**config.mk**
```make
export PLATFORM = sky130hd
export DESIGN_NAME = zt_mem_1r1w_vbnk
export DESIGN_NICKNAME = d
export VERILOG_FILES = /design/src/rtl/zt_mem_1r1w_vbnk.sv
export SDC_FILE = /design/constraint.sdc
export NUM_CORES = 1
export LEC_CHECK = 0
export CAP_MARGIN = 10
export CORE_MARGIN = 2
export CORE_UTILIZATION = 56
export CTS_BUF_LIST = sky130_fd_sc_hd__clkbuf_4 sky130_fd_sc_hd__clkbuf_8 sky130_fd_sc_hd__clkbuf_16
export CTS_CLUSTER_DIAMETER = 30
export DETAILED_ROUTE_END_ITERATION = 8
export GPL_TIMING_DRIVEN = 0
export PLACE_DENSITY = 0.85
export SKIP_LAST_GASP = 1
export SLEW_MARGIN = 10
export SYNTH_ARGS = -nofsm -noshare
export SYNTH_HDL_FRONTEND = slang
export SYNTH_SLANG_ARGS = --single-unit
```
**constraint.sdc**
```tcl
create_clock -name clk -period 1.8 [get_ports clk]
set_input_delay 0.36 -clock clk [delete_from_list [all_inputs] [get_ports clk]]
set_output_delay 0.36 -clock clk [all_outputs]
set_load 0.1 [all_outputs]
```
**src/rtl/zt_mem_1r1w_vbnk.sv**
```systemverilog
// Banked 1R1W memory responder for the t1 table interface: self-clearing init sweep,
// read-before-write collisions and a MEM_DELAY-deep read pipeline in front of t1_doutB.
module zt_mem_1r1w_vbnk #(
    parameter int unsigned NUMVBNK   = 4,
    parameter int unsigned NUMVROW   = 4,
    parameter int unsigned PHWIDTH   = 7,
    parameter int unsigned MEM_DELAY = 0,
    parameter int unsigned BITVROW   = (NUMVROW > 1) ? $clog2(NUMVROW) : 1
) (
    input  logic                         clk,
    input  logic                         rst,
    output logic                         ready,
    input  logic [NUMVBNK-1:0]           t1_writeA,
    input  logic [NUMVBNK*BITVROW-1:0]   t1_addrA,
    input  logic [NUMVBNK*PHWIDTH-1:0]   t1_dinA,
    input  logic [NUMVBNK-1:0]           t1_readB,
    input  logic [NUMVBNK*BITVROW-1:0]   t1_addrB,
    output logic [NUMVBNK*PHWIDTH-1:0]   t1_doutB,
    output logic                         err
);

    typedef enum logic {ST_INIT, ST_RUN} state_t;

    state_t                       state_q, state_d;
    logic [BITVROW:0]             init_row;
    logic                         init_last;
    logic [PHWIDTH-1:0]           mem [NUMVBNK][NUMVROW];
    logic [NUMVBNK-1:0]           a_oor, b_oor, wr_ok, rd_ok;
    logic [NUMVBNK*PHWIDTH-1:0]   rd_word;
    logic                         err_set;
    logic [NUMVBNK-1:0]           pv [MEM_DELAY+1];
    logic [NUMVBNK*PHWIDTH-1:0]   pd [MEM_DELAY+1];

    always_comb begin
        a_oor   = '0;
        b_oor   = '0;
        wr_ok   = '0;
        rd_ok   = '0;
        rd_word = '0;
        for (int unsigned b = 0; b < NUMVBNK; b++) begin
            a_oor[b] = 32'(t1_addrA[b*BITVROW +: BITVROW]) >= NUMVROW;
            b_oor[b] = 32'(t1_addrB[b*BITVROW +: BITVROW]) >= NUMVROW;
            wr_ok[b] = ready && t1_writeA[b] && !a_oor[b];
            rd_ok[b] = ready && t1_readB[b];
            // Out-of-range reads still complete, carrying zero data.
            if (!b_oor[b])
                rd_word[b*PHWIDTH +: PHWIDTH] = mem[b][t1_addrB[b*BITVROW +: BITVROW]];
        end
        err_set = ready ? |((t1_writeA & a_oor) | (t1_readB & b_oor))
                        : |(t1_writeA | t1_readB);
    end

    always_comb begin
        state_d   = state_q;
        init_last = 32'(init_row) == NUMVROW - 1;
        if (state_q == ST_INIT && init_last)
            state_d = ST_RUN;
    end

    always_ff @(posedge clk or negedge rst) begin
        if (!rst) begin
            state_q  <= ST_INIT;
            init_row <= '0;
            ready    <= 1'b0;
            err      <= 1'b0;
        end else begin
            state_q <= state_d;
            ready   <= (state_d == ST_RUN);
            if (state_q == ST_INIT && !init_last)
                init_row <= init_row + 1'b1;
            if (err_set)
                err <= 1'b1;
        end
    end

    always_ff @(posedge clk) begin
        for (int unsigned b = 0; b < NUMVBNK; b++) begin
            if (state_q == ST_INIT)
                mem[b][init_row[BITVROW-1:0]] <= '0;
            else if (wr_ok[b])
                mem[b][t1_addrA[b*BITVROW +: BITVROW]] <= t1_dinA[b*PHWIDTH +: PHWIDTH];
        end
    end

    // Stage 0 captures array data on the sampling edge, so a same-edge write is not seen.
    always_ff @(posedge clk or negedge rst) begin
        if (!rst) begin
            for (int unsigned i = 0; i <= MEM_DELAY; i++) begin
                pv[i] <= '0;
                pd[i] <= '0;
            end
            t1_doutB <= '0;
        end else begin
            pv[0] <= rd_ok;
            pd[0] <= rd_word;
            for (int unsigned i = 1; i <= MEM_DELAY; i++) begin
                pv[i] <= pv[i-1];
                pd[i] <= pd[i-1];
            end
            for (int unsigned b = 0; b < NUMVBNK; b++) begin
                if (pv[MEM_DELAY][b])
                    t1_doutB[b*PHWIDTH +: PHWIDTH] <= pd[MEM_DELAY][b*PHWIDTH +: PHWIDTH];
            end
        end
    end

endmodule

```
==> results of run 1 <==
[flip-flops by register name (all words and copies together), names as in the netlist]
signal	flops
init_row	3
err	1
t1_doutB	28
pd	28
pv	4
state_q	1
mem	112
[area by class of cell]
class                           count  area share (%)
Clock inverter                      7           0.687
Sequential cell                   177            55.9
Inverter                            8           0.336
Multi-Input combinational cell    231            24.5
Timing Repair Buffer               75            8.79
Clock buffer                       25            6.49
Buffer                             14           0.827
Tap cell                          172            2.41
[layer usage]
layer	share of wire [%]	vias up	GRT usage, %
li1	-	1748	-
met1	39	1891	23.2
met2	54	104	36.2
met3	4.5	27	5.96
met4	2.0	0	9.04
met5	0	-	0
[power breakdown]
part	switching, mW	total [mW]	internal (mW)	leakage, nW
combinational	0.748	1.09	0.344	1.25
clock	1.47	3.84	2.37	0.317
sequential	0.0502	4.52	4.47	1.99
total	2.27	9.45	7.19	3.56
[how the worst min path moves through the flow]
| stage | start | endpoint | cells past startpoint |
|---|---|---|---|
| 4_1_cts | rst | pv[2] | 1 |
| 2_1_floorplan | rst | err | 0 |
| 3_5_place_dp | pd[18] | t1_doutB[18] | 1 |
| 5_1_grt | rst | t1_doutB[21] | 1 |
| 6_report | rst | t1_doutB[23] | 1 |
| 3_3_place_gp | pd[6] | t1_doutB[6] | 1 |
[logic make-up (layout without fill, tap and decap cells)]
logic type      count (synthesis)  after routing  synth area share (%)
fa+ha+maj                       5              5                 0.867
buf+inv                        22            129                  1.44
compound gates                 13             13                 0.970
xor+xnor                        1              1                 0.121
mux                            56             56                  13.1
flops                         177            177                  69.1
simple gates                  156            156                  14.4
[Yosys cell counts]
library cell	instances	area, um^2
and2_1	116	726
edfxtp_1	112	3360
dfrtp_1	65	1630
mux2_2	28	315
mux4_2	28	631
nand2b_1	10	62.6
o21ai_0	10	50.1
buf_2	8	40.0
inv_1	6	22.5
nand2_1	6	22.5
nor3_2	6	60.1
ha_1	5	62.6
nor2_4	5	56.3
buf_1	4	15.0
nor2_1	4	15.0
inv_2	2	7.51
nand3_1	2	10.0
nand3_4	2	35.0
nor3_4	2	32.5
nor4_1	2	12.5
o31ai_1	2	15.0
a21oi_1	1	5.00
buf_4	1	7.51
buf_6	1	11.3
or2_2	1	6.26
xnor2_1	1	8.76
[stage by stage]
step	hold slack, ns	utilization [%]	setup slack (ns)	std cells
after floorplan	0.0644	-	-0.0784	430
after global placement	0.458	65.1	-2.06	677
after detailed placement	0.464	65.1	-0.659	677
after CTS	0.0350	70.5	-0.136	709
after global routing	0.0742	70.8	-0.0197	709
final	0.0131	70.8	0.0403	709
[what timing repair did]
item                       CTS  global route
resized for setup           97             9
hold buffers                 0             0
setup endpoints to repair   79            57
==> results.md, run 1 <==
- Max_slew headroom: about 47%
- Yosys warning count: 0
- Vias per cell: around 5.3
- Ports: 84
- CTS tree: built
- Pin count of the biggest net entering global routing: 66
- Share of cells above drive strength 1: around 30%
- Most common cell after layout, fill and taps aside: and2_1
- Cells after Synth: 430
- Drt pass-1 iters: 5
- Critical Path Source: state_q
- Mapped Avg Cell Area: 16.8 um^2
- Die area: about 14,000 um^2
- Crit. End Element: primary output
- CTS H-tree depth: 4
- Area of the core: approximately 13,000 um^2
- Largest stage delay, worst path: between 0.5 and 0.6 ns
- FF-to-FF End: mem[1][0]
- Clk buf depth: 2
- Least-Margin Pin Slew: slightly below 0.8 ns
- Port Buf Inserts: 75
- Drt total wl: approximately 13 mm
- Tmin final: about 1.8 ns
- # clock sinks: roughly 180
- Row count: 41
- Reg2reg start: state_q
- Outcome: finished clean
- Area Growth Syn to Fin: 23.7%
- Count of cell types in the netlist: 26
- Tot GR Track Use: about a fifth
- Post-CTS Repair Setup Buffers: 0
- Post-placement cell area: between 8000 and 9000 um^2
- Worst skew pair latency: 0.43 ns
- Hold Vio Cnt, Final: 0
- GPL Wtd Cong: ~0.73
- DP HPWL: 9.26 mm
- Netlist Area Pre-Place: about 7200 um^2
- Power per cell area: ~1100 nW/um^2
- Vias in the first global route: a little over 4,000
- CP Max Fanout: 2
- Gr ovfl total: 0
- WP buf/inv: 1
- Levels on crit path: 1
- DRC Markers: 0
- Die height: between 100 and 150 um
- Final Instance Area: 8930 um^2
- Initial antenna violation count: 0
- Most frequent cells in the layout: 116 x and2_1, 112 x edfxtp_1, 64 x dfrtp_1
- Number of synthesized register bits: 177
- Worst reg-to-reg path cell count: 4
- Total power: about 9.5 mW
- Die width: between 100 and 150 um
- Register area: 4990 um^2
- Via Count: 3,770
- Setup CP Type: reg2out
- Final-stage net count: around 580
- Area of the multi-input gates: ~2200 um^2
- Number of max-cap violations: 0
- Critical Path Sink: ready
- # setup viols final: 0
- Hold WC Path Type: in2async
- Seq/Total Area, Yosys: 69.1%
- Kind of start point of the critical path: register
- CP delay by family, top: buffers and inverters
- RSZ-0062 raised after global routing: yes
- Post-synth net total: around 500
- Critical Path RT: 1.44 ns
- Ant. Diodes: 0
- Total Neg Setup Slack: 0 ns
- Worst EP arrival: between 1 and 1.5 ns
- Setup Skew: approximately 0.0063 ns
- Initial drt markers: 207
- Critical-path cell list: clkdlybuf4s15_2
- Root Buffer: clkbuf_16
- Starting Density: 57.2%
- FMAX: 568 MHz
- Critical path's slowest cell: clkdlybuf4s15_2
- Worst vdd ir: a little under 700 uV
- # fillers: between 800 and 900
- Clk slew on worst S/H paths: about 0.06 ns
- First-pass GRT wire length: about 21 mm
- Detail Route Antenna Nets: 0
- Leak Pwr: about 3.6 nW
- Tcrit/Tclk final: 97.8%
- Fin. max-slew vios: 0
- Number of buffers created by CTS: 17
- Reg2reg setup slack: around 0.06 ns
- Wire per inst: between 15 and 20 um
Note: power is estimated with default switching activity, not from simulation.
==> run 2: changes to the inputs <==
--- a/config.mk
+++ b/config.mk
@@ -11,8 +11,8 @@
 export CTS_BUF_LIST = sky130_fd_sc_hd__clkbuf_4 sky130_fd_sc_hd__clkbuf_8 sky130_fd_sc_hd__clkbuf_16
 export CTS_CLUSTER_DIAMETER = 30
 export DETAILED_ROUTE_END_ITERATION = 8
-export GPL_TIMING_DRIVEN = 0
-export PLACE_DENSITY = 0.85
+export GPL_TIMING_DRIVEN = 1
+export PLACE_DENSITY = 0.89
 export SKIP_LAST_GASP = 1
 export SLEW_MARGIN = 10
 export SYNTH_ARGS = -nofsm -noshare
==> results.md, run 2 (same netlist as run 1, synthesis figures left out) <==
- Number of max-cap violations: 0
- Wire per inst: ~18 um
- CP Max Fanout: 15
- Outcome: finished clean
- Area Growth Syn to Fin: 31.7%
- # fillers: around 770
- First-pass GRT wire length: approximately 22 mm
- Clk buf depth: 2
- Most common cell after layout, fill and taps aside: and2_1
- Final-stage net count: around 620
- Row count: between 40 and 50
- Final Instance Area: 9510 um^2
- Gr ovfl total: 0
- Detail Route Antenna Nets: 0
- Post-CTS Hold Fix Bufs: 1
- Drt pass-1 iters: 4
- Least-Margin Pin Slew: approximately 0.44 ns
- Kind of start point of the critical path: register
- Reg2reg start: state_q
- RSZ-0062 raised after global routing: no
- Clk slew on worst S/H paths: ~0.06 ns
- Die height: about 120 um
- Initial drt markers: approximately 210
- Tcrit/Tclk final: between 90% and 100%
- CTS H-tree depth: 4
- Tot GR Track Use: 21.4%
- Die width: ~120 um
- Ant. Diodes: 0
- Pin count of the biggest net entering global routing: 66
- Critical Path Source: state_q
- Setup CP Type: reg2reg
- Power per cell area: 1020 nW/um^2
- DP HPWL: 10.2 mm
- FMAX: roughly 600 MHz
- Tmin final: between 1.5 and 2 ns
- Share of cells above drive strength 1: a little under a third
- Setup Skew: around 0.011 ns
- Vias in the first global route: about 4,300
- Worst vdd ir: about 560 uV
- Post-CTS sizing: 0
- Worst EP arrival: approximately 1.8 ns
- Drt total wl: 13.7 mm
- Worst reg-to-reg path cell count: 3
- Via Count: just under 4,000
- Root Buffer: clkbuf_16
- Hold WC Path Type: in2async
- Starting Density: 57.2%
- Crit. End Element: register
- Hold Vio Cnt, Final: 0
- CTS tree: built
- Die area: ~14,000 um^2
- Total power: 9.70 mW
- # clock sinks: about 180
- Ports: between 80 and 90
- Critical-path cell list: nand2b_1, o21ai_0, buf_4
- Vias per cell: ~5.2
- Post-placement cell area: 8870 um^2
- Max_slew headroom: 70.6%
- # setup viols final: 0
- Fin. max-slew vios: 0
- Most frequent cells in the layout: 116 x and2_1, 112 x edfxtp_1, 64 x dfrtp_1
- Area of the core: between 10,000 and 15,000 um^2
- Largest stage delay, worst path: 0.59 ns
- Worst skew pair latency: around 0.42 ns
- Critical path's slowest cell: dfrtp_4
- Number of buffers created by CTS: 17
- Max reg flops: 112
- Port Buf Inserts: 83
- Post-CTS Repair Setup Buffers: 0
- DRC Markers: 0
- GPL Wtd Cong: 0.769
- Critical Path RT: about 1.9 ns
- Leak Pwr: a little under 4 nW
- Initial antenna violation count: 0
==> run 2: changes by cell type in the layout (fill, tap and decap cells not counted), sizes merged <==
cell and delta:
dlygate4sd3 +1, clkinv -2, bufinv +1, buf +55
clkdlybuf4s15 -29, clkdlybuf4s18 -1, clkdlybuf4s50 +8, clkinvlp +1
==> run 2: path summary, 6_finish.rpt <==
| kind | end | slack, ns |
|---|---|---|
| max | mem[2][15] | 0.09 |
| min | t1_doutB[23] | 0.48 |
| max reg2reg | mem[2][15] | 0.09 |
| min reg2reg | t1_doutB[27] | 0.48 |
| max in group asynchronous | state_q | 1.02 |
| min in group clk | t1_doutB[27] | 0.48 |
==> run 2: routing by layer <==
layer | share of wire (%) | global-route usage [%] | vias up
met4 | 1.6 | 7.15 | 0
li1 | - | - | 1811
met5 | 0 | 0 | -
met2 | 56 | 39.4 | 101
met3 | 3.9 | 5.04 | 15
met1 | 39 | 24.5 | 1971
==> run 2: through the flow <==
step,hold slack [ns],TNS [ns],utilization [%],setup WS [ns],instances
floorplan,0.0644,-2.09,-,-0.0784,430
global route,0.484,0,75.4,0.0649,743
CTS,0.476,0,75.4,0.118,743
global placement,0.387,0,70.3,0.0206,710
detailed placement,0.393,-0.890,70.3,-0.0281,710
finish,0.476,0,75.4,0.0950,743
==> run 2: cell type report <==
cell class              instances  area [um^2]  area share, %
clock buffers                  25          533           5.60
clock inverters                 7         96.3           1.01
inverters                       8         30.0          0.316
multi-input cells             231         2150           22.6
flip-flops and latches        177         4990           52.5
well taps                     172          215           2.26
repair buffers                123         1490           15.7
==> run 2: report_power, final <==
group	internal [mW]	switching, mW	leakage (nW)	total, mW
clock	2.35	1.48	0.306	3.83
sequential	4.47	0.0995	1.99	4.57
combinational	0.564	0.747	1.58	1.31
==> run 2: worst max-delay path: cells and delay by family (launching register included) <==
family	cells	cell delay [ns]
AO/OA/AOI/OAI	1	0.20
buffers and inverters	1	0.22
flip-flops	1	0.59
AND/OR/NAND/NOR	1	0.39
